## src/rtl/ddr3_port_arbiter_pkg.sv

```systemverilog
// Shared definitions for the DDR3 two-port command arbiter:
// host command encodings, return-tag layout and burst sizing helpers.
package ddr3_port_arbiter_pkg;

    localparam logic [2:0] CMD_NOP = 3'd0;
    localparam logic [2:0] CMD_SCR = 3'd1;
    localparam logic [2:0] CMD_SCW = 3'd2;
    localparam logic [2:0] CMD_BLR = 3'd3;
    localparam logic [2:0] CMD_BLW = 3'd4;
    localparam logic [2:0] CMD_ATR = 3'd5;
    localparam logic [2:0] CMD_ATW = 3'd6;

    localparam int WORDS_W = 6;
    localparam int TAG_W   = 1 + WORDS_W;

    // Controller write FIFO holds 32 words.
    localparam logic [6:0] FILL_LIMIT = 7'd32;

    typedef enum logic {
        ST_IDLE,
        ST_BURST
    } arb_state_e;

    typedef struct packed {
        logic               port;
        logic [WORDS_W-1:0] words;
    } tag_t;

    function automatic logic [WORDS_W-1:0] cmd_beats(
        input logic [2:0] cmd,
        input logic [1:0] sz
    );
        if (cmd == CMD_BLW || cmd == CMD_BLR) begin
            return {1'b0, sz, 3'b000} + 6'd8;
        end
        return 6'd1;
    endfunction

    function automatic logic is_write(input logic [2:0] cmd);
        return cmd == CMD_SCW || cmd == CMD_ATW || cmd == CMD_BLW;
    endfunction

    function automatic logic is_read(input logic [2:0] cmd);
        return cmd == CMD_SCR || cmd == CMD_ATR || cmd == CMD_BLR;
    endfunction

endpackage

```

## src/rtl/ddr3_port_arbiter_fifo.sv

```systemverilog
// Show-ahead FIFO holding return tags for outstanding reads.
// Head entry is visible on dout_o whenever empty_o is low.
module ddr3_port_arbiter_fifo #(
    parameter int DEPTH_P2 = 4,
    parameter int WIDTH    = 7
) (
    input  logic             clk,
    input  logic             reset,
    input  logic             push_i,
    input  logic [WIDTH-1:0] din_i,
    input  logic             pop_i,
    output logic [WIDTH-1:0] dout_o,
    output logic             empty_o,
    output logic             full_o
);

    localparam int DEPTH = 1 << DEPTH_P2;

    logic [WIDTH-1:0]  mem_q [DEPTH];
    logic [DEPTH_P2:0] wr_q;
    logic [DEPTH_P2:0] rd_q;
    logic              do_push;
    logic              do_pop;

    assign empty_o = (wr_q == rd_q);
    assign full_o  = (wr_q[DEPTH_P2] != rd_q[DEPTH_P2]) &&
                     (wr_q[DEPTH_P2-1:0] == rd_q[DEPTH_P2-1:0]);
    assign dout_o  = mem_q[rd_q[DEPTH_P2-1:0]];
    assign do_push = push_i && !full_o;
    assign do_pop  = pop_i && !empty_o;

    always_ff @(posedge clk or posedge reset) begin
        if (reset) begin
            wr_q <= '0;
            rd_q <= '0;
        end else begin
            if (do_push) begin
                wr_q <= wr_q + 1'b1;
            end
            if (do_pop) begin
                rd_q <= rd_q + 1'b1;
            end
        end
    end

    always_ff @(posedge clk) begin
        if (do_push) begin
            mem_q[wr_q[DEPTH_P2-1:0]] <= din_i;
        end
    end

endmodule

```

## src/rtl/ddr3_port_arbiter.sv

```systemverilog
// Two-port round-robin arbiter in front of a DDR3 controller host port.
// Issues commands, streams write bursts and steers read returns by tag.
module ddr3_port_arbiter
    import ddr3_port_arbiter_pkg::*;
#(
    parameter int TAG_DEPTH_P2 = 4,
    parameter int NPORT        = 2
) (
    input  logic        clk,
    input  logic        reset,

    input  logic        p0_valid,
    input  logic [2:0]  p0_cmd,
    input  logic [25:0] p0_addr,
    input  logic [1:0]  p0_sz,
    input  logic [2:0]  p0_op,
    input  logic [15:0] p0_din,
    output logic        p0_accept,
    output logic        p0_wready,
    output logic        p0_rvalid,
    output logic [15:0] p0_rdata,
    output logic [25:0] p0_raddr,
    input  logic        p0_rready,

    input  logic        p1_valid,
    input  logic [2:0]  p1_cmd,
    input  logic [25:0] p1_addr,
    input  logic [1:0]  p1_sz,
    input  logic [2:0]  p1_op,
    input  logic [15:0] p1_din,
    output logic        p1_accept,
    output logic        p1_wready,
    output logic        p1_rvalid,
    output logic [15:0] p1_rdata,
    output logic [25:0] p1_raddr,
    input  logic        p1_rready,

    output logic [2:0]  ctl_cmd,
    output logic [25:0] ctl_addr,
    output logic [1:0]  ctl_sz,
    output logic [2:0]  ctl_op,
    output logic [15:0] ctl_din,
    output logic        ctl_read,
    input  logic        ctl_ready,
    input  logic        ctl_notfull,
    input  logic        ctl_validout,
    input  logic [5:0]  ctl_fillcount,
    input  logic [15:0] ctl_dout,
    input  logic [25:0] ctl_raddr
);

    logic [NPORT-1:0]        valid_v;
    logic [NPORT-1:0][2:0]   cmd_v;
    logic [NPORT-1:0][25:0]  addr_v;
    logic [NPORT-1:0][1:0]   sz_v;
    logic [NPORT-1:0][2:0]   op_v;
    logic [NPORT-1:0][15:0]  din_v;
    logic [NPORT-1:0]        rready_v;

    logic [NPORT-1:0]        ok_v;
    logic [NPORT-1:0]        elig_v;
    logic [NPORT-1:0]        accept_v;
    logic [NPORT-1:0]        wready_v;
    logic [NPORT-1:0]        rvalid_v;

    arb_state_e              state_q, state_d;
    logic                    ptr_q, ptr_d;
    logic                    bport_q, bport_d;
    logic [4:0]              cnt_q, cnt_d;
    logic [WORDS_W-1:0]      used_q, used_d;
    logic                    rblk_q;

    logic                    win;
    logic                    issue;
    logic [WORDS_W-1:0]      win_beats;
    logic                    ret_ok;
    logic                    tag_push;
    logic                    tag_pop;
    logic                    tag_full;
    logic                    tag_empty;
    tag_t                    tag_in;
    tag_t                    tag_head;

    assign valid_v  = {p1_valid, p0_valid};
    assign cmd_v    = {p1_cmd, p0_cmd};
    assign addr_v   = {p1_addr, p0_addr};
    assign sz_v     = {p1_sz, p0_sz};
    assign op_v     = {p1_op, p0_op};
    assign din_v    = {p1_din, p0_din};
    assign rready_v = {p1_rready, p0_rready};

    // Writes need room in the controller FIFO, reads need a free tag slot.
    always_comb begin
        ok_v = '0;
        for (int n = 0; n < NPORT; n++) begin
            if (is_write(cmd_v[n])) begin
                ok_v[n] = ({1'b0, ctl_fillcount} +
                           {1'b0, cmd_beats(cmd_v[n], sz_v[n])}) <= FILL_LIMIT;
            end else if (is_read(cmd_v[n])) begin
                ok_v[n] = !tag_full;
            end
        end
    end

    assign elig_v    = valid_v & ok_v;
    assign win       = elig_v[1] && (!elig_v[0] || !ptr_q);
    assign win_beats = cmd_beats(cmd_v[win], sz_v[win]);
    assign issue     = !reset && (state_q == ST_IDLE) && ctl_ready &&
                       ctl_notfull && (|elig_v);

    always_comb begin
        state_d  = state_q;
        ptr_d    = ptr_q;
        bport_d  = bport_q;
        cnt_d    = cnt_q;
        ctl_cmd  = CMD_NOP;
        ctl_addr = '0;
        ctl_sz   = '0;
        ctl_op   = '0;
        ctl_din  = '0;
        accept_v = '0;
        wready_v = '0;
        unique case (state_q)
            ST_IDLE: begin
                if (issue) begin
                    ctl_cmd       = cmd_v[win];
                    ctl_addr      = addr_v[win];
                    ctl_sz        = sz_v[win];
                    ctl_op        = op_v[win];
                    ctl_din       = din_v[win];
                    accept_v[win] = 1'b1;
                    ptr_d         = win;
                    if (cmd_v[win] == CMD_BLW) begin
                        state_d = ST_BURST;
                        bport_d = win;
                        cnt_d   = 5'(win_beats - 6'd1);
                    end
                end
            end
            ST_BURST: begin
                ctl_din           = din_v[bport_q];
                wready_v[bport_q] = 1'b1;
                cnt_d             = cnt_q - 5'd1;
                if (cnt_q == 5'd1) begin
                    state_d = ST_IDLE;
                end
            end
            default: begin
                state_d = ST_IDLE;
            end
        endcase
    end

    // A read just taken leaves ctl_validout stale for one cycle.
    assign ret_ok   = ctl_validout && !tag_empty && !rblk_q;
    assign ctl_read = ret_ok && rready_v[tag_head.port];
    assign tag_pop  = ctl_read && ((used_q + 6'd1) == tag_head.words);
    assign tag_push = issue && is_read(cmd_v[win]);
    assign tag_in   = '{port: win, words: win_beats};

    always_comb begin
        rvalid_v = '0;
        for (int n = 0; n < NPORT; n++) begin
            rvalid_v[n] = ret_ok && (tag_head.port == 1'(n));
        end
    end

    always_comb begin
        used_d = used_q;
        if (tag_pop) begin
            used_d = '0;
        end else if (ctl_read) begin
            used_d = used_q + 6'd1;
        end
    end

    assign p0_accept = accept_v[0];
    assign p1_accept = accept_v[1];
    assign p0_wready = wready_v[0];
    assign p1_wready = wready_v[1];
    assign p0_rvalid = rvalid_v[0];
    assign p1_rvalid = rvalid_v[1];
    assign p0_rdata  = rvalid_v[0] ? ctl_dout : '0;
    assign p1_rdata  = rvalid_v[1] ? ctl_dout : '0;
    assign p0_raddr  = rvalid_v[0] ? ctl_raddr : '0;
    assign p1_raddr  = rvalid_v[1] ? ctl_raddr : '0;

    ddr3_port_arbiter_fifo #(
        .DEPTH_P2 (TAG_DEPTH_P2),
        .WIDTH    (TAG_W)
    ) u_tag_fifo (
        .clk     (clk),
        .reset   (reset),
        .push_i  (tag_push),
        .din_i   (tag_in),
        .pop_i   (tag_pop),
        .dout_o  (tag_head),
        .empty_o (tag_empty),
        .full_o  (tag_full)
    );

    always_ff @(posedge clk or posedge reset) begin
        if (reset) begin
            state_q <= ST_IDLE;
            ptr_q   <= 1'b1;
            bport_q <= 1'b0;
            cnt_q   <= '0;
            used_q  <= '0;
            rblk_q  <= 1'b0;
        end else begin
            state_q <= state_d;
            ptr_q   <= ptr_d;
            bport_q <= bport_d;
            cnt_q   <= cnt_d;
            used_q  <= used_d;
            rblk_q  <= ctl_read;
        end
    end

endmodule

```

## config.mk

```make
export PLATFORM = sky130hd
export DESIGN_NAME = ddr3_port_arbiter
export DESIGN_NICKNAME = d
export VERILOG_FILES = /design/src/rtl/ddr3_port_arbiter_pkg.sv /design/src/rtl/ddr3_port_arbiter_fifo.sv /design/src/rtl/ddr3_port_arbiter.sv
export SDC_FILE = /design/constraint.sdc
export NUM_CORES = 1
export LEC_CHECK = 0
export ABC_CLOCK_PERIOD_IN_PS = 14630
export BUFFER_PORTS_ARGS = -buffer_cell sky130_fd_sc_hd__buf_2
export CAP_MARGIN = 0
export CORE_MARGIN = 2
export CORE_UTILIZATION = 52
export DETAILED_ROUTE_END_ITERATION = 10
export PLACE_DENSITY = 0.87
export SYNTH_ARGS = -nofsm -noshare
export SYNTH_HDL_FRONTEND = slang
export SYNTH_SLANG_ARGS = --single-unit
```

## constraint.sdc

```tcl
create_clock -name clk -period 14.63 [get_ports clk]
set_input_delay 2.926 -clock clk [delete_from_list [all_inputs] [get_ports clk]]
set_output_delay 2.926 -clock clk [all_outputs]
set_load 0.01 [all_outputs]
```

Word level (Yosys, flattened, before mapping)
Memory sizes are Yosys's and may differ from the RTL's.
Index checks and enable logic that the tools add are counted.
- muxes and demuxes: 63
- equal/unequal tests: 23
- $lt $le $gt $ge: 7
- reduce and logical (&&, ||, !) cells: 42
- bitwise operators: 3
- $add $sub $neg: 10
- operators by type and width (cell ; number):
    2-to-1 mux 26 bit ; 6
    2-to-1 mux 16 bit ; 7
    2-to-1 mux 6 bit ; 10
    one-hot mux 16 bit (2 select lines) ; 1
    == test 3 bit, second input constant ; 8
    2-to-1 mux 3 bit ; 8
    adder 5 x 4 -> 6 bit, second input constant ; 3
    2-to-1 mux 1 bit ; 18
    logical AND 1 bit ; 17
    == test 3 x 2 -> 1 bit, second input constant ; 5
    adder 6 x 6 -> 7 bit ; 2
    <= comparator 7 x 6 -> 1 bit, second input constant ; 2
    logical OR 1 bit ; 14
    2-to-1 mux 2 bit ; 7
    adder 5 x 1 -> 5 bit, second input constant ; 2
    2-to-1 mux 5 bit ; 2
    one-hot mux 5 bit (2 select lines) ; 1
    subtractor 5 x 1 -> 5 bit, second input constant ; 2
    == test 3 x 1 -> 1 bit, second input constant ; 3
    adder 6 x 1 -> 6 bit, second input constant ; 1
    == test 6 bit ; 1
    zero test 1 bit ; 6
    less-than comparator 1 x 2 -> 1 bit, second input constant ; 3
    == test 5 x 1 -> 1 bit, second input constant ; 1
    14 further kinds ; 18
- flip-flop bits (word level): 25
- memories kept: 1
- output and inout port bits: 141
- input port bits: 157
- memory bits (writable): 112
- memories (memory ; words ; bits a word ; rd ports ; clocked after memory_dff ; write ports ; RTL line ; RTL):
    u_tag_fifo.mem_q ; 16 ; 7 ; 1 ; 0 ; 1 ; ddr3_port_arbiter_fifo.sv:19 ; logic [WIDTH-1:0] mem_q [DEPTH];

Logic depth before layout (Yosys ltp)
- depth after elaboration: 23
- mapped depth: 16

By module
From an unflattened synthesis, not the netlist that was laid out.
- cell total of the unflattened synthesis: 599
- area, all modules: 7577.3 µm²
- modules (own cells, without submodules) (module ; cells an instance ; instances ; area an instance (µm²)):
    ddr3_port_arbiter_fifo ; 254 ; 1 ; 4941.0
    ddr3_port_arbiter ; 345 ; 1 ; 2636.3

Worst setup path before layout
OpenSTA, ideal clock, no wires.
- kind: input -> output
- from: in p1_cmd[0]
- to: out ctl_din[10]
- cell stages on the path: 14
- slack: 5.953 ns
- path buffers: 2
- data arrival time: 5.751 ns
- cells stage by stage: nor3b_1 nor2_1 ha_1 ha_1 a31oi_1 xnor2_1 nand3_1 a221oi_4 a2bb2oi_4 and2_4 buf_6 buf_12 a22oi_2 nand2_1
- word-level cells in the longest chain between the ends: 15
- elaborated cells between the ends (all ways): 27
- ends and longest elaborated chain (what ; RTL line ; RTL):
    start: declaration ; ddr3_port_arbiter.sv:26 ; input logic [2:0] p1_cmd,
    == test 3 bit or == test 3 x 2 -> 1 bit (tied branches) ; ddr3_port_arbiter_pkg.sv:33, ddr3_port_arbiter_pkg.sv:40, ddr3_port_arbiter_pkg.sv:44 ;
    logical OR 1 bit ; ddr3_port_arbiter_pkg.sv:33 ; if (cmd == CMD_BLW || cmd == CMD_BLR) begin
    2-to-1 mux 1 bit ; ddr3_port_arbiter_pkg.sv:33 ;
    2-to-1 mux 1 bit ; ddr3_port_arbiter.sv:96 ; if (is_write(cmd_v[n])) begin
    2-to-1 mux 6 bit ; ddr3_port_arbiter_pkg.sv:36 ; return 6'd1;
    2-to-1 mux 6 bit ; ddr3_port_arbiter.sv:96 ;
    adder 6 x 6 -> 7 bit ; ddr3_port_arbiter.sv:97 ; ok_v[n] = ({1'b0, ctl_fillcount} +
    <= comparator 7 x 6 -> 1 bit ; ddr3_port_arbiter.sv:98 ; {1'b0, cmd_beats(cmd_v[n], sz_v[n])}) <= FILL_LIMIT;
    2-to-1 mux 1 bit * ; ddr3_port_arbiter.sv:96 ;
    bitwise AND 2 bit * ; ddr3_port_arbiter.sv:105 ; assign elig_v = valid_v & ok_v;
    logical AND 1 bit * ; ddr3_port_arbiter.sv:106 ; assign win = elig_v[1] && (!elig_v[0] || !ptr_q);
    named net u_tag_fifo.din_i[6] ; ddr3_port_arbiter_fifo.sv:10 ; input logic [WIDTH-1:0] din_i,
    2-to-1 mux 16 bit (implied by the code) * (2 in series) ; ddr3_port_arbiter.sv:130 ; ctl_din = din_v[win];
    2-to-1 mux 16 bit * ; ddr3_port_arbiter.sv:125 ; if (issue) begin
    one-hot mux 16 bit (2 select lines) * ; ddr3_port_arbiter.sv:123 ; unique case (state_q)
    end: declaration ; ddr3_port_arbiter.sv:42 ; output logic [15:0] ctl_din,
The timed path passes the listed nets; every way through them passes the cells marked *. The select of a mux whose other input is x is not followed.

Worst setup path in the final report
- from: in p1_cmd[0]
- to: out ctl_addr[12]
- word-level cells in the longest chain between the ends: 15
- elaborated cells between the ends (all ways): 27
- ends and longest elaborated chain (what ; RTL line ; RTL):
    == test 3 bit or == test 3 x 2 -> 1 bit (tied branches) ; ddr3_port_arbiter_pkg.sv:33, ddr3_port_arbiter_pkg.sv:40, ddr3_port_arbiter_pkg.sv:44 ;
    logical OR 1 bit ; ddr3_port_arbiter_pkg.sv:33 ;
    2-to-1 mux 1 bit ; ddr3_port_arbiter_pkg.sv:33 ;
    2-to-1 mux 1 bit ; ddr3_port_arbiter.sv:96 ;
    2-to-1 mux 6 bit ; ddr3_port_arbiter_pkg.sv:36 ;
    2-to-1 mux 6 bit ; ddr3_port_arbiter.sv:96 ;
    adder 6 x 6 -> 7 bit ; ddr3_port_arbiter.sv:97 ;
    <= comparator 7 x 6 -> 1 bit ; ddr3_port_arbiter.sv:98 ;
    2-to-1 mux 1 bit * ; ddr3_port_arbiter.sv:96 ;
    bitwise AND 2 bit * ; ddr3_port_arbiter.sv:105 ;
    logical AND 1 bit * ; ddr3_port_arbiter.sv:106 ;
    named net u_tag_fifo.din_i[6] ; ddr3_port_arbiter_fifo.sv:10 ;
    2-to-1 mux 26 bit (implied by the code) * (2 in series) ; ddr3_port_arbiter.sv:127 ; ctl_addr = addr_v[win];
    2-to-1 mux 26 bit * ; ddr3_port_arbiter.sv:125 ;
    2-to-1 mux 26 bit * ; ddr3_port_arbiter.sv:123 ;
    end: declaration ; ddr3_port_arbiter.sv:39 ; output logic [25:0] ctl_addr,
Marked as above.

==> results.yml <==
status:
  status: "complete, no violations"
yosys:
  avgSynthCellArea_sq_um: 11.6
  synth_ff_type: "edfxtp_1"
  syn_nets: 761
  synth.most_common_cell: "and2_1"
  seq_area_frac_synth_pct: 44.7
  syn_area_sq_um: 6780
  ys_ff_latch: 105
  synth_top_area_cell: "edfxtp_1"
  synth.area.top_cells: "edfxtp_1, dfrtp_1, and2_1, mux4_2, a22o_1"
  synth_edf_count: 80
  yosysTopAreaCellShare_pct: 35.5
  yosys-top-cells-count: "and2_1, edfxtp_1, nand2_1"
  syn_inst: 583
  synth-async-reset-ratio_pct: 23.8
  ys_types: 68
  ys_warn_count: 0
clocking:
  cts_root_buffer: "clkbuf_16"
  cts.repair.resized: 0
  clock_path_buffers: 2
  post_cts_buffers: 0
  cts_tree: "built"
  path_clk_slew_ps: 80
  cts.sinks: 105
  numCtsBuffers: 9
  clk_latency_ps: 350
  cts.htree.levels: 3
  hold_buffers: 0
finish:
  utilization_pct: 68.0
  area.growth.synth_to_final_pct: 27.2
  seqCellArea_sq_um: 3030
  nets: 1040
  multi_input_area_sq_um: 3490
  fillers: 1012
  drive_above_1_share_pct: 45.1
critical_path:
  crit_arrival_ps: 6680
  rr_endpoint: "u_tag_fifo.mem_q[9][3]$_DFFE_PP_"
  rrSetupSlack_ps: 9990
  r2r-start: "u_tag_fifo.rd_q[3]$_DFFE_PP0P_"
  path_class: "primary input to primary output"
  critical_path.endpoint_type: "primary output"
  critPathMaxFanout: 48
  startpoint_type: "primary input"
  cp.required_ps: 11700
  reg2regPathDepth: 8
die:
  ioPinCount: 298
  fp.dieArea_sq_um: 14000
  die_h_um: 118
  die_w_um: 118
  core_area_sq_um: 12700
  rows: 41
  start_util_pct: 53.5
power:
  power_density_nw_per_um2: 122
  ir_worst_vdd_mv: 0.0733
  total_power_mw: 1.05
  cellLeakagePower_nw: 4.12
sta:
  finalWorstSetupSlack_ps: 5020
  hold_viol_final: 0
  finalCriticalPeriod_ps: 9610
  setup_viol: 0
  maxSlewHeadroom_pct: 22.8
  drv_slew: 0
  clock_skew_ps: 10.9
  tightest_slew_ps: 1160
  period_share_pct: 65.7
  fmax_mhz: 104
  rsz0062_at_grt: "false"
  fin_setup_tns_ps: 0
routing:
  vias: 5871
  drc: 0
  drt_iter0_markers: 470
  wl_mm: 20.1
  postRouteAntennaNets: 0
  drtPass1Iterations: 7
  avgRoutedWirePerCell_um: 19.3
  via_per_inst: 5.64
worst_hold_path:
  hold_path.class: "flip-flop to flip-flop"
  worst_hold_startpoint: "cnt_q[0]$_DFFE_PP0P_"
  whs_path_depth: 1
  hold_end: "cnt_q[0]$_DFFE_PP0P_"
global_routing:
  gr-total-overflow: 0
  grt_max_degree: 49
  grt_pass1_wl_mm: 30.9
  grt_pass1_vias: 5884
  grt_use_total_pct: 28.6
  grt_antenna_before_repair: 3
place:
  hpwl_mm: 15.8
  gp_congestion: 0.900
  port_buffers: 297
  preCtsSetupSlack_ps: 5060
job:
  cap_violations: 0
sequential cells by signal, indices dropped and copies added (netlist names):
name              flops
cnt_q                 5
rblk_q                1
ptr_q                 1
bport_q               1
used_q                6
u_tag_fifo.mem_q     80
u_tag_fifo.wr_q       5
u_tag_fifo.rd_q       5
state_q               1
power breakdown:
part / leakage, nW / switching (mW) / internal, mW
Clock: 0.148 / 0.115 / 0.121
Combinational: 2.92 / 0.240 / 0.196
Sequential: 1.05 / 0.0317 / 0.348
Total: 4.12 / 0.387 / 0.665
stage by stage:
| stage | hold slack, ps | std cells | cell area (sq um) |
|---|---|---|---|
| after floorplan | 495 | 583 | 6780 |
| after global placement | 511 | 1023 | 8320 |
| after detailed placement | 524 | 1023 | 8320 |
| after CTS | 538 | 1039 | 8610 |
| after global routing | 547 | 1041 | 8620 |
| final | 536 | 1041 | 8620 |
how the worst max path moves through the flow:
| stage | startpoint | endpoint | slack, ps | cells past startpoint |
|---|---|---|---|---|
| floorplan | p1_cmd[0] | ctl_din[10] | 5950 | 14 |
| global placement | p1_cmd[0] | ctl_addr[12] | 5140 | 13 |
| detailed placement | p1_cmd[0] | ctl_addr[12] | 5060 | 13 |
| CTS | p1_cmd[0] | ctl_addr[12] | 5050 | 13 |
| global route | p1_cmd[0] | ctl_din[4] | 4640 | 14 |
| finish | p1_cmd[0] | ctl_addr[12] | 5020 | 13 |
per-layer routing:
metal / part of all wire (%) / vias to the layer above / track usage [%]
met5: 0 / - / 0
met1: 33 / 2786 / 29.5
met4: 4.3 / 0 / 12.1
li1: - / 2710 / -
met3: 8.1 / 54 / 7.29
met2: 54 / 321 / 54.4
layout by cell type (no fill, tap or decap), drive strengths merged, types with 15 or more instances in the layout:
cell / n
buf: 303
and2: 96
edfxtp: 80
nand2: 55
a22o: 32
nor2: 26
dfrtp: 24
mux4: 21
ha: 21
mux2: 20
inv: 19
a22oi: 18
xor2: 17
and3: 15
kinds of logic (layout without fill, tap and decap cells):
logic type | Yosys count | in the layout | synth area share (%)
buffers and inverters | 48 | 332 | 3.82
AND/OR/NAND/NOR | 242 | 242 | 20.2
AO/OA/AOI/OAI | 88 | 88 | 11.9
XOR/XNOR | 31 | 31 | 4.12
adder cells (fa/ha/maj) | 21 | 21 | 3.88
multiplexers | 48 | 48 | 11.4
other | 0 | 2 | 0
flip-flops | 105 | 105 | 44.7
cell type report:
cell class,count,area share (%)
Sequential cell,105,35.1
Timing Repair Buffer,303,17.8
Antenna cell,2,0.0581
Tap cell,172,2.50
Clock inverter,7,0.798
Inverter,13,0.566
Clock buffer,9,2.61
Multi-Input combinational cell,430,40.5
critical path, cell delays in order:
cell and delay, ps:
buf_2 140, nor3b_1 400, nor2_1 200, ha_1 260, ha_1 210, a31oi_1 240, xnor2_1 140, nand3_1 130
a221oi_4 390, a2bb2oi_4 590, and2_4 610, a22o_1 270, buf_2 140
No activity file was read; power rests on OpenSTA's default activity.
